**src/rtl/rightshift_seq_if.sv**
```systemverilog
// Bus bundle between the ALU control and the sequential right shifter.
// Latency: none, wires only.
// Backpressure: none; the requester watches busy / data_resultRDY.
interface rightshift_seq_if;
  logic        ctrl_start;
  logic        ctrl_arith;
  logic [31:0] operand;
  logic [4:0]  shamt;
  logic [31:0] data_result;
  logic        data_resultRDY;
  logic        busy;

  // Requester side (ALU control / testbench)
  modport master (
    output ctrl_start, ctrl_arith, operand, shamt,
    input  data_result, data_resultRDY, busy
  );

  // Shifter side
  modport slave (
    input  ctrl_start, ctrl_arith, operand, shamt,
    output data_result, data_resultRDY, busy
  );
endinterface

```
**src/rtl/rightshift_seq.sv**
```systemverilog
// Sequential 32-bit logical/arithmetic right shifter, one barrel stage per clock (16,8,4,2,1).
// Latency: fixed 5 cycles from start acceptance to a one-cycle data_resultRDY pulse.
// Backpressure: start is only accepted in IDLE or DONE; starts during SHIFT are dropped.
module rightshift_seq #(
  parameter int WIDTH   = 32,
  parameter int SHAMT_W = 5
) (
  input  logic             clock,
  input  logic             reset,
  rightshift_seq_if.slave  bus
);

  typedef enum logic [1:0] {
    ST_IDLE  = 2'd0,
    ST_SHIFT = 2'd1,
    ST_DONE  = 2'd2
  } state_t;

  state_t             state_q, state_d;
  logic [2:0]         k_q, k_d;
  logic [WIDTH-1:0]   acc_q, acc_d;
  logic [SHAMT_W-1:0] amt_q, amt_d;
  logic               fill_q, fill_d;
  logic [WIDTH-1:0]   result_q, result_d;
  logic               rdy_q, rdy_d;
  logic               busy_q, busy_d;

  // Stage select: shift distance 16>>k, controlled by amount bit 4-k.
  logic [WIDTH-1:0]   stage_shifted;
  logic               stage_en;
  logic [WIDTH-1:0]   stage_out;

  // Current barrel stage: one 2:1 mux between acc and acc shifted by the stage distance
  always_comb begin
    stage_shifted = acc_q;
    stage_en      = 1'b0;
    case (k_q)
      3'd0: begin
        stage_shifted = {{16{fill_q}}, acc_q[31:16]};
        stage_en      = amt_q[4];
      end
      3'd1: begin
        stage_shifted = {{8{fill_q}}, acc_q[31:8]};
        stage_en      = amt_q[3];
      end
      3'd2: begin
        stage_shifted = {{4{fill_q}}, acc_q[31:4]};
        stage_en      = amt_q[2];
      end
      3'd3: begin
        stage_shifted = {{2{fill_q}}, acc_q[31:2]};
        stage_en      = amt_q[1];
      end
      3'd4: begin
        stage_shifted = {fill_q, acc_q[31:1]};
        stage_en      = amt_q[0];
      end
      default: begin
        stage_shifted = acc_q;
        stage_en      = 1'b0;
      end
    endcase
    stage_out = stage_en ? stage_shifted : acc_q;
  end

  // Next-state logic: acceptance, stage stepping, and the one-cycle DONE pulse
  always_comb begin
    state_d  = state_q;
    k_d      = k_q;
    acc_d    = acc_q;
    amt_d    = amt_q;
    fill_d   = fill_q;
    result_d = result_q;
    rdy_d    = 1'b0;
    busy_d   = busy_q;

    case (state_q)
      ST_IDLE, ST_DONE: begin
        if (bus.ctrl_start) begin
          acc_d   = bus.operand;
          amt_d   = bus.shamt;
          fill_d  = bus.ctrl_arith & bus.operand[31];
          k_d     = 3'd0;
          state_d = ST_SHIFT;
          busy_d  = 1'b1;
        end else begin
          state_d = ST_IDLE;
          busy_d  = 1'b0;
        end
      end
      ST_SHIFT: begin
        acc_d = stage_out;
        if (k_q == 3'd4) begin
          // Last stage: publish the result directly from the mux output
          state_d  = ST_DONE;
          result_d = stage_out;
          rdy_d    = 1'b1;
          busy_d   = 1'b0;
          k_d      = 3'd0;
        end else begin
          k_d = k_q + 3'd1;
        end
      end
      default: begin
        state_d = ST_IDLE;
        k_d     = 3'd0;
        busy_d  = 1'b0;
      end
    endcase
  end

  // State and registered outputs; reset clears everything, even mid-shift
  always_ff @(posedge clock or posedge reset) begin
    if (reset) begin
      state_q  <= ST_IDLE;
      k_q      <= 3'd0;
      acc_q    <= '0;
      amt_q    <= '0;
      fill_q   <= 1'b0;
      result_q <= '0;
      rdy_q    <= 1'b0;
      busy_q   <= 1'b0;
    end else begin
      state_q  <= state_d;
      k_q      <= k_d;
      acc_q    <= acc_d;
      amt_q    <= amt_d;
      fill_q   <= fill_d;
      result_q <= result_d;
      rdy_q    <= rdy_d;
      busy_q   <= busy_d;
    end
  end

  assign bus.data_result    = result_q;
  assign bus.data_resultRDY = rdy_q;
  assign bus.busy           = busy_q;

endmodule
```
**src/flat_wrapper.sv**
```systemverilog
// flat-port wrapper written by rule: the top's interface ports become plain ports
module rightshift_seq_flat 
#(
  parameter int WIDTH   = 32,
  parameter int SHAMT_W = 5
)
  (clock, reset, bus_ctrl_start, bus_ctrl_arith, bus_operand, bus_shamt, bus_data_result, bus_data_resultRDY, bus_busy);
  rightshift_seq_if bus_i ();
  input  logic clock;
  input  logic reset;
  input wire logic [$bits(bus_i.ctrl_start)-1:0] bus_ctrl_start;
  input wire logic [$bits(bus_i.ctrl_arith)-1:0] bus_ctrl_arith;
  input wire logic [$bits(bus_i.operand)-1:0] bus_operand;
  input wire logic [$bits(bus_i.shamt)-1:0] bus_shamt;
  output wire logic [$bits(bus_i.data_result)-1:0] bus_data_result;
  output wire logic [$bits(bus_i.data_resultRDY)-1:0] bus_data_resultRDY;
  output wire logic [$bits(bus_i.busy)-1:0] bus_busy;
  assign bus_i.ctrl_start = bus_ctrl_start;
  assign bus_i.ctrl_arith = bus_ctrl_arith;
  assign bus_i.operand = bus_operand;
  assign bus_i.shamt = bus_shamt;
  assign bus_data_result = bus_i.data_result;
  assign bus_data_resultRDY = bus_i.data_resultRDY;
  assign bus_busy = bus_i.busy;
  rightshift_seq #(.WIDTH(WIDTH), .SHAMT_W(SHAMT_W)) u_core (.clock(clock), .reset(reset), .bus(bus_i));
endmodule
```
**config.mk**
```make
export PLATFORM = sky130hd
export DESIGN_NAME = rightshift_seq_flat
export DESIGN_NICKNAME = d
export VERILOG_FILES = /design/src/rtl/rightshift_seq_if.sv /design/src/rtl/rightshift_seq.sv /design/src/flat_wrapper.sv
export SDC_FILE = /design/constraint.sdc
export NUM_CORES = 1
export LEC_CHECK = 0
export CELL_PAD_IN_SITES_DETAIL_PLACEMENT = 0
export CELL_PAD_IN_SITES_GLOBAL_PLACEMENT = 2
export CORE_ASPECT_RATIO = 0.7
export CORE_MARGIN = 2
export CORE_UTILIZATION = 33
export CTS_CLUSTER_DIAMETER = 150
export CTS_CLUSTER_SIZE = 28
export DETAILED_ROUTE_END_ITERATION = 10
export GPL_TIMING_DRIVEN = 1
export PLACE_DENSITY = 0.85
export SYNTH_ARGS = -nofsm -noshare
export SYNTH_HDL_FRONTEND = slang
export SYNTH_SLANG_ARGS = --single-unit
export TNS_END_PERCENT = 10
```
**constraint.sdc**
```tcl
create_clock -name clock -period 3.2 [get_ports clock]
set_clock_uncertainty 0.15 [all_clocks]
set_input_delay 0.64 -clock clock [delete_from_list [all_inputs] [get_ports clock]]
set_output_delay 0.64 -clock clock [all_outputs]
set_load 0.01 [all_outputs]
```
; ---- Word level (Yosys, flattened, before mapping)
; Index checks and enable logic that the tools add are counted.
[totals]
out_inout_bits = 34
word_cells = 41
input_bits = 41
regBits = 77
[op_classes]
addsub = 1
n_mux = 16
n_reduce_logical = 7
n_eq_ne = 8
bitwise_logic = 1
[op_table]
columns = cell, count
row1 = $pmux 32 s5, 1
row2 = $mux 32, 2
row3 = $pmux 32 s2, 1
row4 = $eq 3x2->1 const B, 2
row5 = $mux 3, 2
row6 = $pmux 3 s2, 1
row7 = $reduce_and 2->1, 3
row8 = $mux 1, 5
row9 = $pmux 1 s5, 1
row10 = $pmux 2 s2, 1
row11 = $add 3x1->3 const B, 1
row12 = $eq 3x1->1 const B, 1
row13 = $eq 3x3->1 const B, 1
row14 = $logic_not 3->1, 1
row15 = $eq 2x1->1 const B, 1
row16 = $eq 2x2->1 const B, 1
row17 = $logic_not 2->1, 1
row18 = $mux 2, 1
row19 = $ne 2x1->1 const B, 1
row20 = $ne 2x2->1 const B, 1
row21 = $pmux 1 s2, 1
row22 = $reduce_bool 2->1, 1
row23 = $reduce_or 2->1, 1
row24 = $and 1x1->1, 1

; ---- Logic depth before layout (Yosys ltp)
; Gate-level depths: netlist (run 1).
[depth]
word_depth = 4
ltp_mapped = 11
depth_no_buf = 7

; ---- Worst setup path after synthesis (run 1)
; No wires, ideal clock.
[synth_path]
path_type = reg2reg
startpoint = register u_core.k_q[2]
endpoint = register u_core.result_q[0] (netlist: u_core.bus.data_result[0])
path_stages_with_launch = 10
required_time_ns = 2.955
slack_ns = 0.966
t_arrival_ns = 1.989
synth_period_minus_slack_ns = 2.234
cell_sequence = dfrtp_1 -> buf_4 -> buf_2 -> inv_1 -> ha_1 -> clkbuf_1 -> clkbuf_1 -> a222oi_1 -> and3_1 -> o31ai_1
[synth_between]
elab_chain_cells = 3
word_cells_on_any_way = 9
[synth_rtl]
columns = item, line_no
row1 = "start, declared", rightshift_seq.sv:20  ; logic [2:0] k_q, k_d;
row2 = "start signal, assigned", rightshift_seq.sv:125  ; k_q <= k_d;
row3 = "$eq 3x3->1, or another cell as far along", "rightshift_seq.sv:37, rightshift_seq.sv:93"
row4 = $pmux 32 s5 or $pmux 1 s5 (tied branches), rightshift_seq.sv:37  ; case (k_q)
row5 = $mux 32, rightshift_seq.sv:63  ; stage_out = stage_en ? stage_shifted : acc_q;
row6 = "end signal, assigned", rightshift_seq.sv:129  ; result_q <= result_d;
row7 = "end, declared", rightshift_seq.sv:24  ; logic [WIDTH-1:0] result_q, result_d;
; Several ways; a longest one is shown, not always the timed one.
; A chain may end at the register's enable or synchronous reset.

; ---- Worst setup path in the final report (run 1)
[layout_path]
startpoint = register u_core.k_q[2]
endpoint = register u_core.acc_q[28]
[layout_between]
elab_chain_cells = 4
word_cells_on_any_way = 9
[layout_rtl]
columns = item, line_no
row1 = "$eq 3x3->1, or another cell as far along", rightshift_seq.sv:37
row2 = $pmux 32 s5 or $pmux 1 s5 (tied branches), rightshift_seq.sv:37
row3 = $mux 32 (*), rightshift_seq.sv:63
row4 = $pmux 32 s2 (*), rightshift_seq.sv:77  ; case (state_q)
row5 = "end signal, assigned", rightshift_seq.sv:117  ; acc_q <= '0;
row6 = "end signal, assigned", rightshift_seq.sv:126  ; acc_q <= acc_d;
row7 = "end, declared", rightshift_seq.sv:21  ; logic [WIDTH-1:0] acc_q, acc_d;
; Mark *: on every way between the ends. The rest lies on a longest branch, timed or not.

==> results.cfg, run 1 <==
[synth]
syn-num-nets = 561
synthArstFlopShare_pct = 100
ys_seq_elements = 77
synth-simple-area-share_pct = 23.2
synth.mux.area_fraction_pct = 5.58
synth.avg_cell_area_sq_um = 9.10
synthXorXnorAreaFrac_pct = 0
synth_edf_count = 0
synthAdderAreaFrac_pct = 1.34
netlist_instances = 515
synth-seq-area-share_pct = 41.1
synth_area_sq_um = 4680
yosys_warnings = 0
synth_compound_area_share_pct = 22.4
synth-main-ff-cell = dfrtp_1
synth_top_family_by_area = simple AND/OR/NAND/NOR gates
yosysUniqueCellTypes = 40

[setup_path]
path_delay_family = compound AO/OA/AOI/OAI gates
crit_required_ns = 3.27
cp_slowest_cell = o2111a_1
worst-path-buf-inv = 1
r2r_start = u_core.k_q[2]
crit_type = reg2reg
end_kind = flip-flop
startpoint_type = flip-flop
crit_start = u_core.k_q[2]
crit_chain = buf_4, nand3b_1, o2111a_1, nor2_4, a221o_1
arrival_ns = 2.98
cp_max_fo = 34
slowest_delay_ns = 0.94

[power_and_ir_drop]
p_seq_share_pct = 30.1
p_switching_uw = 3070
netSwitchingFraction_pct = 44.6
power_density_nw_per_um2 = 1170
ir_drop_mv = 0.497
comb_power_share_pct = 52.5
p_leak_uw = 0.00251
finalPower_uw = 6900
pwr-share-clk_pct = 17.5
p_int_uw = 3820

[sta]
hold_viol = 0
finalCriticalPeriod_ns = 2.91
rsz0062_at_grt = no
slew_violations = 0
setup_viol = 0
tightest_slew_ns = 1.09
fmax_mhz = 343
max_slew_margin_pct = 27.5
final.period_utilization_pct = 91.0
setup-tns-final_ns = 0

[global_routing]
grt_usage_pct = 20.0
antenna_found_initial = 0
grt_max_degree = 78
grt_pass1_wl_mm = 24.0
grt-ovfl-total = 0
grt_pass1_vias = 4316

[clocking]
cts_max_level = 3
clockRootBuffer = clkbuf_16
clk_latency_ns = 0.34
clk_pin_slew_ns = 0.06
post_cts_resized = 0
ctsLongestPathBuffers = 2
cts_sinks = 77
postCtsHoldBufs = 0
postCtsSetupRepairBufs = 0
cts_tree = built
cts_made_buffers = 9

[floorplan]
die_w_microns = 146
die_y_microns = 104
row_count = 36
die_area_sq_um = 15200
initial_core_util_pct = 33.8
ioPinCount = 75
coreArea_sq_um = 13900

[finish]
instances_no_fill = 762
area_growth_pct = 26.2
drive_gt1_share_pct = 10.7
fin_nets = 614
nFillCells = 1412
antenna_cells = 0
multi_input_comb_area_sq_um = 2460
seq_area_sq_um = 1930

[placement]
gp_congestion = 0.884
io_buffers = 74
dp_hpwl_mm = 10.3
post-place-cells = 747

[route]
drt-total-wl_mm = 14.8
drt_iter0_markers = 478
wl_per_cell_microns = 19.4
vias = 4333
first_pass_iters = 9
via_per_inst = 5.69
drc = 0
ant_nets = 0

[min_path]
hold_path_class = reg2reg
min_from = u_core.bus.data_result[6]

[status]
status = complete, no violations

[job]
cap_viol_max_count = 0
-- cells in the final DEF (no fill, tap or decap), types with 11 or more instances in the layout --
cell type        count
and3_1              20
inv_1               12
a311oi_1            13
buf_4               16
and2_1              11
a211oi_1            20
nand3_1             38
a222oi_1            13
a221o_1             12
nand2_1             81
o31ai_1             21
clkdlybuf4s50_1     74
dfrtp_1             77
mux2_2              17
nor2_1              44
-- state kept, by name, summed over array words and instances (netlist names) --
signal and flops:
u_core.acc_q 32, u_core.k_q 3, u_core.amt_q 5, u_core.state_q 2, u_core.bus.busy 1, u_core.fill_q 1
u_core.bus.data_result 32, u_core.bus.data_resultRDY 1
-- final cells by class --
type	instances	share of cell area (%)
Multi-Input combinational cell	375	41.7
Clock buffer	11	4.28
Inverter	14	0.889
Tap cell	190	4.02
Timing Repair Buffer	91	14.9
Sequential cell	77	32.6
Clock inverter	4	1.61
-- power by group through the flow --
stage | registers, uW | clock network (uW) | logic (uW)
finish | 2070 | 1210 | 3620
global route | 2140 | 1270 | 3990
CTS | 2050 | 1230 | 3620
detailed placement | 2070 | 0 | 3600
global placement | 2050 | 0 | 3560
floorplan | 1900 | 0 | 2480
-- metal layers --
layer  track usage (%)  routed length [microns]  part of all wire, %  vias up
met5                 0                        0                    0        -
met4              5.20                      224                  1.5        0
met3              4.01                      887                  6.0       16
met2              26.8                     5930                   40      161
met1              31.9                     7710                   52     2119
li1                  -                        -                    -     2037
-- path summary, 6_finish.rpt --
check                      slack (ns)  cells after the start                    endpoint
setup / recovery                 0.29                      5            u_core.acc_q[28]
hold / removal                   0.33                      2   u_core.bus.data_result[6]
setup reg to reg                 0.29                      5            u_core.acc_q[28]
hold reg to reg                  0.33                      2   u_core.bus.data_result[6]
max in group asynchronous        2.00                      3  u_core.bus.data_result[31]
min in group asynchronous        0.54                      3  u_core.bus.data_result[15]
-- worst register-to-register path: cells and delay by family (launching register included) --
family,cells,cell delay (ns)
buf+inv,1,0.37
flops,1,0.42
compound gates,2,1.35
simple gates,2,0.50
-- synth_stat cells (2+ instances only) --
master | number | area (sq um)
nand2b_1 | 3 | 18.8
or3_1 | 4 | 25.0
buf_2 | 13 | 65.1
and2_1 | 11 | 68.8
nand3b_1 | 9 | 67.6
a222oi_1 | 13 | 130
o221ai_1 | 5 | 43.8
inv_1 | 13 | 48.8
nand2_1 | 82 | 308
o2111ai_1 | 3 | 26.3
and3b_1 | 5 | 43.8
a211oi_1 | 20 | 150
dfrtp_1 | 77 | 1930
a2111oi_0 | 4 | 35.0
nand3_1 | 38 | 190
a22oi_1 | 8 | 60.1
and3_1 | 20 | 125
mux2i_1 | 7 | 70.1
buf_4 | 4 | 30.0
mux2_2 | 17 | 191
o311ai_0 | 2 | 17.5
o31ai_1 | 21 | 158
nor2b_1 | 3 | 18.8
ha_1 | 5 | 62.6
a2111oi_2 | 5 | 75.1
a311oi_1 | 13 | 114
a221oi_1 | 5 | 43.8
clkbuf_1 | 28 | 105
o21ai_0 | 3 | 15.0
buf_6 | 4 | 45.0
a221o_1 | 12 | 120
nor3_1 | 7 | 35.0
nor2_1 | 44 | 165
-- cells by family after synthesis --
kind of cell               Yosys count
and+or+nand+nor                    228
adders and majority gates            5
muxes                               24
AOI/OAI and AO/OA                  118
buffers and inverters               63
DFF                                 77
-- stage by stage --
stage | utilization (%) | setup slack, ns | cell area, sq um | hold WS (ns)
floorplan | - | 0.443 | 4680 | 0.295
global placement | 40.1 | 0.439 | 5560 | 0.315
detailed placement | 40.1 | 0.321 | 5560 | 0.321
CTS | 42.6 | 0.323 | 5910 | 0.335
global route | 42.6 | 0.102 | 5910 | 0.361
finish | 42.6 | 0.288 | 5910 | 0.329
(Power assumes the default switching activity.)
==> inputs of run 2 (changes only) <==
--- a/config.mk
+++ b/config.mk
@@ -15,6 +15,7 @@
 export DETAILED_ROUTE_END_ITERATION = 10
 export GPL_TIMING_DRIVEN = 1
 export PLACE_DENSITY = 0.85
+export SKIP_CTS_REPAIR_TIMING = 1
 export SYNTH_ARGS = -nofsm -noshare
 export SYNTH_HDL_FRONTEND = slang
 export SYNTH_SLANG_ARGS = --single-unit
==> results of run 2 <==
Same layout as run 1: the final DEF is identical, and so are final timing and power.
==> inputs of run 3 (changes only) <==
--- a/config.mk
+++ b/config.mk
@@ -5,16 +5,17 @@
 export SDC_FILE = /design/constraint.sdc
 export NUM_CORES = 1
 export LEC_CHECK = 0
+export ABC_AREA = 1
 export CELL_PAD_IN_SITES_DETAIL_PLACEMENT = 0
 export CELL_PAD_IN_SITES_GLOBAL_PLACEMENT = 2
 export CORE_ASPECT_RATIO = 0.7
 export CORE_MARGIN = 2
-export CORE_UTILIZATION = 33
+export CORE_UTILIZATION = 30
 export CTS_CLUSTER_DIAMETER = 150
 export CTS_CLUSTER_SIZE = 28
 export DETAILED_ROUTE_END_ITERATION = 10
 export GPL_TIMING_DRIVEN = 1
-export PLACE_DENSITY = 0.85
+export PLACE_DENSITY = 0.86
 export SKIP_CTS_REPAIR_TIMING = 1
 export SYNTH_ARGS = -nofsm -noshare
 export SYNTH_HDL_FRONTEND = slang
==> results.cfg, run 3 <==
[clocking]
clk_pin_slew_ns = 0.06
clockRootBuffer = clkbuf_16
clk_latency_ns = 0.34
cts_tree = built
cts_max_level = 3
cts_made_buffers = 9
ctsLongestPathBuffers = 2
cts_sinks = 77

[synth]
synth_compound_area_share_pct = 6.03
synth_edf_count = 0
netlist_instances = 757
yosysUniqueCellTypes = 26
netlist_top_cells_area = dfrtp_1 (39%), nand2_1 (23%), nand3_1 (12%)
synthXorXnorAreaFrac_pct = 0
syn-num-nets = 803
ys_seq_elements = 77
synth_top_family_by_area = simple AND/OR/NAND/NOR gates
synth_most_common_cell = nand2_1
synthArstFlopShare_pct = 100
synth_area_leader_cell = dfrtp_1
synthAdderAreaFrac_pct = 1.27
synth-seq-area-share_pct = 39.0
netlist.area_leader.share_pct = 39.0
synthTopCellsByCount = nand2_1 (303), nand3_1 (117), dfrtp_1 (77)
synth.avg_cell_area_sq_um = 6.52
synth-simple-area-share_pct = 43.3
synth_area_sq_um = 4940
synth.mux.area_fraction_pct = 0
yosys_warnings = 0
synth-main-ff-cell = dfrtp_1

[power_and_ir_drop]
pwr-share-clk_pct = 14.2
comb_power_share_pct = 57.8
p_leak_uw = 0.00306
netSwitchingFraction_pct = 50.2
p_seq_share_pct = 27.9
p_int_uw = 3560
ir_drop_mv = 0.374
power_density_nw_per_um2 = 1170
p_switching_uw = 3590

[route]
vias = 4913
first_pass_iters = 4
drc = 0
drt-total-wl_mm = 16.4
via_per_inst = 4.71
ant_nets = 0
wl_per_cell_microns = 15.7
drt_iter0_markers = 333

[global_routing]
antenna_found_initial = 0
grt_usage_pct = 19.4
grt_pass1_vias = 4798
grt_pass1_wl_mm = 26.6
grt_max_degree = 78
grt-ovfl-total = 0

[sta]
fin_ws_ns = 0.549
final.period_utilization_pct = 82.8
slew_violations = 0
finalCriticalPeriod_ns = 2.65
setup-tns-final_ns = 0
hold_ws_ns = 0.328
max_slew_margin_pct = 56.9
fmax_mhz = 377
hold_viol = 0
tightest_slew_ns = 0.646
setup_viol = 0
rsz0062_at_grt = no

[finish]
antenna_cells = 0
final_common_cell = nand2_1
final_cell_mix = nand2_1 (303), nand3_1 (117), dfrtp_1 (77)
postLayoutCoreUtil_pct = 37.8
drive_gt1_share_pct = 6.47
fin_nets = 862
area_growth_pct = 24.1

[floorplan]
ioPinCount = 75
initial_core_util_pct = 30.5
die_y_microns = 111
die_w_microns = 157
die_area_sq_um = 17500
row_count = 39
coreArea_sq_um = 16200

[setup_path]
startpoint_type = flip-flop
crit_type = reg2reg
crit_required_ns = 3.27
arrival_ns = 2.72
end_kind = flip-flop
cp_max_fo = 33

[status]
status = complete, no violations

[placement]
preCtsSetupSlack_ns = 0.528
gp_congestion = 0.885
io_buffers = 74
dp_hpwl_mm = 11.5

[min_path]
hold_path_class = reg2reg

[job]
cap_viol_max_count = 0
-- run 3: changes by cell type after synthesis, sizes merged, moves of 17 or more --
cell,previous run,this run
nand2,82,318
nand3,38,118
inv,14,77
o21ai,3,41
nor2,45,68
clkbuf,28,6
o31ai,21,0
a211oi,20,0
and3,20,0
mux2,17,0
-- run 3: worst paths after layout --
path,cells after the start,slack [ns],startpoint,to
setup / recovery,10,0.55,u_core.k_q[2],u_core.acc_q[11]
hold / removal,2,0.33,u_core.bus.data_result[0],u_core.bus.data_result[0]
setup reg to reg,10,0.55,u_core.k_q[2],u_core.acc_q[11]
hold reg to reg,2,0.33,u_core.bus.data_result[0],u_core.bus.data_result[0]
max in group asynchronous,3,2.00,reset,u_core.acc_q[0]
min in group asynchronous,3,0.55,reset,u_core.bus.data_result[25]
-- run 3: cells by family after synthesis --
logic type	count (synthesis)
compound gates	55
flops	77
buf+inv	115
simple gates	505
fa+ha+maj	5
-- run 3: final cells by class --
type	instances	area, sq um
clock inverters	4	51.3
flip-flops and latches	77	1930
inverters	78	299
fillers	1791	10100
repair buffers	85	836
multi-input cells	565	2500
well taps	225	282
clock buffers	10	229
-- run 3: metrics by stage --
| step | area [sq um] | total power (uW) | cells |
|---|---|---|---|
| after floorplan | 4940 | 4740 | 757 |
| after global placement | 5840 | 6090 | 1030 |
| after detailed placement | 5840 | 6150 | 1030 |
| after CTS | 6120 | 7210 | 1044 |
| after global routing | 6120 | 7870 | 1044 |
| final | 6120 | 7150 | 1044 |
-- run 3: power by group through the flow --
stage	registers [uW]	clock network, uW	logic [uW]
5_1_grt	2060	1080	4730
3_3_place_gp	2010	0	4080
2_1_floorplan	1890	0	2850
3_5_place_dp	2000	0	4150
6_report	2000	1020	4130
4_1_cts	1990	1040	4170
-- run 3: routing by layer --
metal	share of wire, %	up-vias	wire, microns	GRT usage, %
li1	-	2480	-	-
met1	55	2285	8950	30.9
met2	40	135	6560	27.4
met3	4.8	13	781	3.60
met4	0.65	0	106	2.97
met5	0	-	0	0
-- run 3: worst max-delay path, cell delays in order (launching register included) --
cell,delay (ns)
dfrtp_1,0.59
inv_4,0.19
ha_1,0.37
nand2_1,0.11
nand2_1,0.06
inv_2,0.16
nand2_4,0.25
inv_4,0.35
nand2_1,0.12
nand3_1,0.09
nand2_1,0.07
